File: config.mk
export PLATFORM = sky130hd
export DESIGN_NAME = hazard_scoreboard
export DESIGN_NICKNAME = d
export VERILOG_FILES = /design/src/rtl/hazard_scoreboard.sv
export SDC_FILE = /design/constraint.sdc
export NUM_CORES = 1
export LEC_CHECK = 0
export ABC_AREA = 1
export CAP_MARGIN = 20
export CORE_ASPECT_RATIO = 1.25
export CORE_UTILIZATION = 55
export DETAILED_ROUTE_END_ITERATION = 7
export PLACE_DENSITY = 0.89
export SYNTH_ARGS = -nofsm -noshare
export SYNTH_HDL_FRONTEND = slang
export SYNTH_SLANG_ARGS = --single-unit
File: constraint.sdc
create_clock -name clk -period 4.7 [get_ports clk]
set_clock_uncertainty 0.2 [all_clocks]
set_input_delay 0.705 -clock clk [delete_from_list [all_inputs] [get_ports clk]]
set_output_delay 0.705 -clock clk [all_outputs]
set_load 0.005 [all_outputs]
File: src/rtl/hazard_scoreboard.sv
// hazard_scoreboard: stall/flush, forwarding selects and syscall drain sequencing
// for a 5-stage MIPS pipeline, tracking in-flight GRF writers in E/M/W.
module hazard_scoreboard #(
  parameter int REG_W = 5,
  parameter int SRC_W = 4,
  parameter logic [SRC_W-1:0] SRC_DISABLE = '0,
  parameter logic [SRC_W-1:0] SRC_MEM = SRC_W'(2)
) (
  input  logic             clk,
  input  logic             reset,
  input  logic             freeze,
  input  logic             dValid,
  input  logic [REG_W-1:0] dRead1,
  input  logic [REG_W-1:0] dRead2,
  input  logic [REG_W-1:0] dDest,
  input  logic [SRC_W-1:0] dWriteSrc,
  input  logic             dNeedJump,
  input  logic             dBye,
  output logic             stallFD,
  output logic             flushE,
  output logic [1:0]       fwdD1,
  output logic [1:0]       fwdD2,
  output logic [1:0]       fwdE1,
  output logic [1:0]       fwdE2,
  output logic             draining,
  output logic             halted
);
  localparam logic [1:0] RUN = 2'd0, DRAIN = 2'd1, HALTED = 2'd2;
  logic [1:0] r_state, w_next;
  logic r_e_valid, r_m_valid, r_w_valid;
  logic [REG_W-1:0] r_e_dest, r_e_read1, r_e_read2, r_m_dest, r_w_dest;
  logic [SRC_W-1:0] r_e_src, r_m_src, r_w_src;
  logic w_e1, w_e2, w_m1, w_m2, w_w1, w_w2, w_me1, w_me2, w_we1, w_we2;
  logic w_hazard, w_issue, w_run, w_empty;
  function automatic logic writes(input logic v, input logic [REG_W-1:0] dest,
                                  input logic [SRC_W-1:0] src, input logic [REG_W-1:0] r);
    return v && src != SRC_DISABLE && dest == r && r != '0;
  endfunction
  assign w_e1  = writes(r_e_valid, r_e_dest, r_e_src, dRead1);
  assign w_e2  = writes(r_e_valid, r_e_dest, r_e_src, dRead2);
  assign w_m1  = writes(r_m_valid, r_m_dest, r_m_src, dRead1);
  assign w_m2  = writes(r_m_valid, r_m_dest, r_m_src, dRead2);
  assign w_w1  = writes(r_w_valid, r_w_dest, r_w_src, dRead1);
  assign w_w2  = writes(r_w_valid, r_w_dest, r_w_src, dRead2);
  assign w_me1 = writes(r_m_valid, r_m_dest, r_m_src, r_e_read1);
  assign w_me2 = writes(r_m_valid, r_m_dest, r_m_src, r_e_read2);
  assign w_we1 = writes(r_w_valid, r_w_dest, r_w_src, r_e_read1);
  assign w_we2 = writes(r_w_valid, r_w_dest, r_w_src, r_e_read2);
  // loads cannot forward from E; jumps compare in D so any E writer, or a load in M, stalls
  assign w_hazard = dValid && (
    ((w_e1 || w_e2) && (r_e_src == SRC_MEM || dNeedJump)) ||
    ((w_m1 || w_m2) && dNeedJump && r_m_src == SRC_MEM));
  assign w_run    = r_state == RUN;
  assign w_issue  = dValid && !dBye && !w_hazard && w_run;
  assign w_empty  = !r_e_valid && !r_m_valid && !r_w_valid;
  assign stallFD  = freeze || w_hazard || !w_run;
  assign flushE   = w_hazard || !w_run;
  assign draining = r_state == DRAIN;
  assign halted   = r_state == HALTED;
  assign fwdD1 = w_m1 && r_m_src != SRC_MEM ? 2'd1 : w_w1 ? 2'd2 : 2'd0;
  assign fwdD2 = w_m2 && r_m_src != SRC_MEM ? 2'd1 : w_w2 ? 2'd2 : 2'd0;
  assign fwdE1 = w_me1 && r_m_src != SRC_MEM ? 2'd1 : w_we1 ? 2'd2 : 2'd0;
  assign fwdE2 = w_me2 && r_m_src != SRC_MEM ? 2'd1 : w_we2 ? 2'd2 : 2'd0;
  assign w_next = w_run ? (dValid && dBye && !w_hazard ? DRAIN : RUN) :
                  r_state == DRAIN ? (w_empty ? HALTED : DRAIN) : HALTED;
  always_ff @(posedge clk) begin
    if (reset) begin
      r_state   <= RUN;
      r_e_valid <= 1'b0;
      r_m_valid <= 1'b0;
      r_w_valid <= 1'b0;
      r_e_dest  <= '0;
      r_e_src   <= '0;
      r_e_read1 <= '0;
      r_e_read2 <= '0;
    end else if (!freeze) begin
      r_state   <= w_next;
      r_w_valid <= r_m_valid;
      r_w_dest  <= r_m_dest;
      r_w_src   <= r_m_src;
      r_m_valid <= r_e_valid;
      r_m_dest  <= r_e_dest;
      r_m_src   <= r_e_src;
      r_e_valid <= w_issue;
      r_e_dest  <= w_issue ? dDest : '0;
      r_e_src   <= w_issue ? dWriteSrc : '0;
      r_e_read1 <= w_issue ? dRead1 : '0;
      r_e_read2 <= w_issue ? dRead2 : '0;
    end
  end
endmodule
== Word-level counts from Yosys, hierarchy flattened ==
Cells that the tools add are included.
W data, S select, Z words.
Storage, ports and cells
  bits of input ports: 25
  flip-flop bits (word level): 42
  logic and storage cells: 105
  output and inout port bits: 12
Operators by class
  mux-type cells: 16
  reduce and logical (&&, ||, !) cells: 60
  bitwise gates (word level): 2
  equal/unequal tests: 15
Operator list (count)
  $eq A5 B5 Y1: 10
  $logic_and A1 B1 Y1: 38
  $mux W2: 11
  $reduce_bool A5 Y1: 4
  $mux W5: 3
  $reduce_bool A4 Y1: 3
  $eq A4 B2 Y1 const B: 2
  $logic_or A1 B1 Y1: 7
  $logic_not A1 Y1: 6
  $mux W4: 1
  $ne A4 B2 Y1 const B: 1
  $eq A2 B1 Y1 const B: 1
  $eq A2 B2 Y1 const B: 1
  $logic_not A2 Y1: 1
  $not A1 Y1: 2
  $reduce_and A2 Y1: 1
  $mux W1: 1

== Longest topological paths before layout ==
  depth after elaboration: 13
  gate-level depth with buffers: 15
  depth with buffers taken out: 14

== Least setup slack after synthesis ==
OpenSTA, ideal clock, no wires.
  kind: input to output
  start: input port dRead2[1]
  end: output port stallFD
  stages: 13
  setup slack: 2.161 ns
  data arrival time: 1.634 ns
  buffers on the path: 1
  cells stage by stage: buf_2 inv_2 nand2_1 nor2_2 nor2_1 nand3_2 nand2_1 nand2_2 nand2_1 nand2_1 nand2_1 nor2_1 inv_1
Between the ends
  word-level cells in the longest chain between the ends: 10
  elaborated cells between the ends (all ways): 16
  those cells by class: 2 x eq/ne; 14 x reduce/logical
Ends and longest elaborated chain
  start: declaration: RTL line 14  | input logic [REG_W-1:0] dRead2,
  $eq A5 B5 Y1: RTL line 37  | return v && src != SRC_DISABLE && dest == r && r != '0;
  $logic_and A1 B1 Y1 (2 in series): RTL line 37
  $logic_or A1 B1 Y1: RTL line 52  | ((w_m1 || w_m2) && dNeedJump && r_m_src == SRC_MEM));
  $logic_and A1 B1 Y1 (2 in series): RTL line 52
  $logic_or A1 B1 Y1 *: RTL line 51  | ((w_e1 || w_e2) && (r_e_src == SRC_MEM || dNeedJump)) ||
  $logic_and A1 B1 Y1 *: RTL line 50  | assign w_hazard = dValid && (
  $logic_or A1 B1 Y1 * (2 in series): RTL line 56  | assign stallFD = freeze || w_hazard || !w_run;
  end: declaration: RTL line 19  | output logic stallFD,
Mark *: on every way between the ends. The rest lies on a longest branch, timed or not.

== Final worst setup path ==
  start: input port dRead1[3]
  end: output port stallFD
Between the ends
  word-level cells in the longest chain between the ends: 10
  elaborated cells between the ends (all ways): 16
  those cells by class: 2 x eq/ne; 14 x reduce/logical
Ends and longest elaborated chain
  start: declaration: RTL line 13  | input logic [REG_W-1:0] dRead1,
  $eq A5 B5 Y1: RTL line 37
  $logic_and A1 B1 Y1 (2 in series): RTL line 37
  $logic_or A1 B1 Y1: RTL line 52
  $logic_and A1 B1 Y1 (2 in series): RTL line 52
  $logic_or A1 B1 Y1 *: RTL line 51
  $logic_and A1 B1 Y1 *: RTL line 50
  $logic_or A1 B1 Y1 * (2 in series): RTL line 56
Marked as above.

==> results.yml <==
status:
  status: "completed"
timing:
  finalHoldViolations: 0
  slew_headroom_pct: 34.5
  fmax_ghz: 0.274
  setup_viol: 0
  period_share_pct: 77.7
  setup-tns-final_ns: 0
  tightestPinTransition_ns: 0.970
  fin_crit_ns: 3.65
  rsz0062_at_grt: "false"
  whs_ns: 0.267
  drv_slew: 0
power_and_ir_drop:
  cellPowerDensity_nw_per_um2: 270
  swShare_pct: 25.6
  combPwrFrac_pct: 13.5
  leakage_nw: 1.19
  switching_power_uw: 207
  finalPower_uw: 806
  p_clk_share_pct: 36.2
  intPower_uw: 600
  ir_drop_uv: 197
  seq_power_share_pct: 50.3
die:
  ios: 37
  initial_utilization_pct: 57.0
  die_h_um: 77.4
  die-area_um2: 4820
  core-area_um2: 4390
  num_rows: 27
  fp.dieW_um: 62.3
grt:
  grt_pass1_wl_um: 10200
  grt_max_degree: 28
  met3_usage_pct: 4.26
  use_met2_pct: 45.3
  grt_pass1_vias: 2162
  antenna_found_initial: 0
  overflow: 0
  grtUsageTotal_pct: 27.4
  top_usage_layer: "met2"
  met1_usage_pct: 33.3
cells_and_area:
  nNetsFinal: 383
  stdcell_count: 417
  final_core_util_pct: 67.9
  drive_gt1_share_pct: 10.6
  layout_commonest_cell: "nand2_1"
  syn_to_final_growth_pct: 19.3
  antenna_cells: 0
  layout_common_cells: "88 x nand2_1, 42 x inv_1, 36 x clkdlybuf4s50_1"
  n_fill_cell: 381
  multi_input_area_um2: 1230
  regArea_um2: 1020
setup_path:
  critPathMaxFanout: 6
  cp.required_ns: 3.80
  critPathBufInv: 4
  cp_slowest_stage_delay_ns: 0.64
  cp_common_cell: "nand2_1"
  crit_chain: "clkdlybuf4s50_1, nor2_1, nand3_1, inv_1, nor2_1, nand2_1, nand2_1, nand2_2, nand2_1, nand2_1, nand2_1, nor2_1, inv_1, clkdlybuf4s50_1"
  crit_family: "buffers and inverters"
  arrival_ns: 2.75
  worstSetupPathType: "input pin to output port"
  cp-start-kind: "input pin"
  cp_slowest_cell: "clkdlybuf4s50_1"
  critPathCaptureType: "output port"
logic_synthesis:
  syn-cell-area_um2: 2500
  synthCells: 327
  yosys_warnings: 0
  seq_area_frac_synth_pct: 40.8
  synth_seq_cells: 42
  ys_types: 34
  syn_avg_cell_area_um2: 7.65
  syn_nets: 352
place:
  dp_cells: 409
  port_buffers: 36
  place_congestion: 0.991
  hpwl_um: 4460
clocking:
  ctsHoldBuffers: 0
  cts.path.max_buffers: 2
  clkLatencyLatePin_ns: 0.30
  h-tree-depth: 2
  numClockSinks: 42
  ctsResizeCount: 0
  clkTransAtPathRegs_ns: 0.08
  cts_tree: "built"
  numCtsBuffers: 5
  root_buffer: "clkbuf_8"
  post-cts-setup-buffers: 0
drt:
  ant_nets: 0
  via_per_inst: 5.44
  avgRoutedWirePerCell_um: 14.5
  drc_errors: 0
  drtIter0Drc: 149
  num_vias: 2267
  dr.pass1.iters: 4
  wirelength_um: 6070
flow_run:
  max-cap-violations: 0
worst_hold_path:
  hold_class: "register to register"
worst paths after layout:
| check | start | end | slack [ns] | cells after the start |
|---|---|---|---|---|
| max | dRead1[3] | stallFD | 1.05 | 14 |
| min | r_e_src[2]$_SDFFE_PP0N_ | r_m_src[2]$_DFFE_PP_ | 0.27 | 0 |
| max reg2reg | r_m_dest[2]$_DFFE_PP_ | r_e_src[3]$_SDFFE_PP0N_ | 2.19 | 13 |
| min reg2reg | r_e_src[2]$_SDFFE_PP0N_ | r_m_src[2]$_DFFE_PP_ | 0.27 | 0 |
kinds of logic after synthesis:
| group | count (synthesis) | synth area share [%] |
|---|---|---|
| DFF | 42 | 40.8 |
| AOI/OAI and AO/OA | 40 | 10.8 |
| and+or+nand+nor | 164 | 30.5 |
| xor gates and xnor gates | 22 | 7.70 |
| buffers and inverters | 59 | 10.2 |
cell usage after synthesis:
library cell | n | share of area, %
dfxtp_1 | 24 | 19
nand2_2 | 1 | 0.25
o221ai_1 | 2 | 0.70
o41ai_1 | 1 | 0.35
nor3_1 | 2 | 0.40
clkbuf_1 | 5 | 0.75
a21oi_1 | 15 | 3.0
buf_6 | 3 | 1.4
o22ai_1 | 3 | 0.75
nand4_2 | 1 | 0.50
nand3b_1 | 1 | 0.30
edfxtp_1 | 18 | 22
nand4_1 | 7 | 1.8
nand2_1 | 88 | 13
xor2_1 | 8 | 2.8
nand3_1 | 16 | 3.2
xnor2_1 | 14 | 4.9
nor3b_1 | 2 | 0.60
inv_2 | 1 | 0.15
or2_2 | 2 | 0.50
buf_4 | 1 | 0.30
nor2_2 | 2 | 0.50
a221o_1 | 2 | 0.80
a21oi_2 | 9 | 3.2
o21ai_0 | 5 | 1.0
clkbuf_2 | 1 | 0.20
nand3_2 | 10 | 4.0
nor4_1 | 5 | 1.3
buf_2 | 4 | 0.80
buf_1 | 2 | 0.30
nor2_1 | 27 | 4.1
inv_1 | 42 | 6.3
o2111ai_1 | 2 | 0.70
a2111oi_0 | 1 | 0.35
registers in the layout, summed over array words and instances (netlist names):
register	flops
r_e_dest	5
r_e_read1	5
r_e_read2	5
r_m_dest	5
r_w_dest	5
r_e_src	4
r_m_src	4
r_w_src	4
r_state	2
r_e_valid	1
r_m_valid	1
r_w_valid	1
per-stage QoR:
| step | setup WS (ns) | area, um2 |
|---|---|---|
| 2_1_floorplan | 2.16 | 2500 |
| 3_3_place_gp | 1.07 | 2870 |
| 3_5_place_dp | 1.04 | 2870 |
| 4_1_cts | 1.06 | 2980 |
| 5_1_grt | 0.874 | 2980 |
| 6_report | 1.05 | 2980 |
worst reg2reg max path, cell delays in order (launching register included):
cell and delay (ns):
edfxtp_1 0.50, inv_1 0.13, nand2_1 0.08, nand2_1 0.05
nand3_1 0.09, nor2_1 0.05, nand2_1 0.12, nand2_1 0.08
nand2_2 0.07, nand4_2 0.07, nor2_2 0.42, buf_4 0.31
nand3_1 0.12, a21oi_1 0.16
per-layer routing:
metal  vias to the layer above  routed length, um
li1                       1121                  -
met1                      1034               2580
met2                        88               2940
met3                        24                284
met4                         0                264
met5                         -                  0
power by group through the flow:
stage | clock network, mW | registers, mW | logic, mW
6_report | 0.292 | 0.405 | 0.109
5_1_grt | 0.307 | 0.407 | 0.121
4_1_cts | 0.296 | 0.405 | 0.109
3_5_place_dp | 0 | 0.414 | 0.108
3_3_place_gp | 0 | 0.413 | 0.107
2_1_floorplan | 0 | 0.407 | 0.0708
final cells by class:
| cell class | count | share of cell area, % |
|---|---|---|
| inverter | 43 | 5.41 |
| clock buffer | 5 | 2.31 |
| tap | 58 | 2.43 |
| timing repair buffer | 40 | 13.1 |
| multi-input combinational | 226 | 41.1 |
| clock inverter | 3 | 1.47 |
| sequential | 42 | 34.2 |
Power figures use the tool's default switching activity.
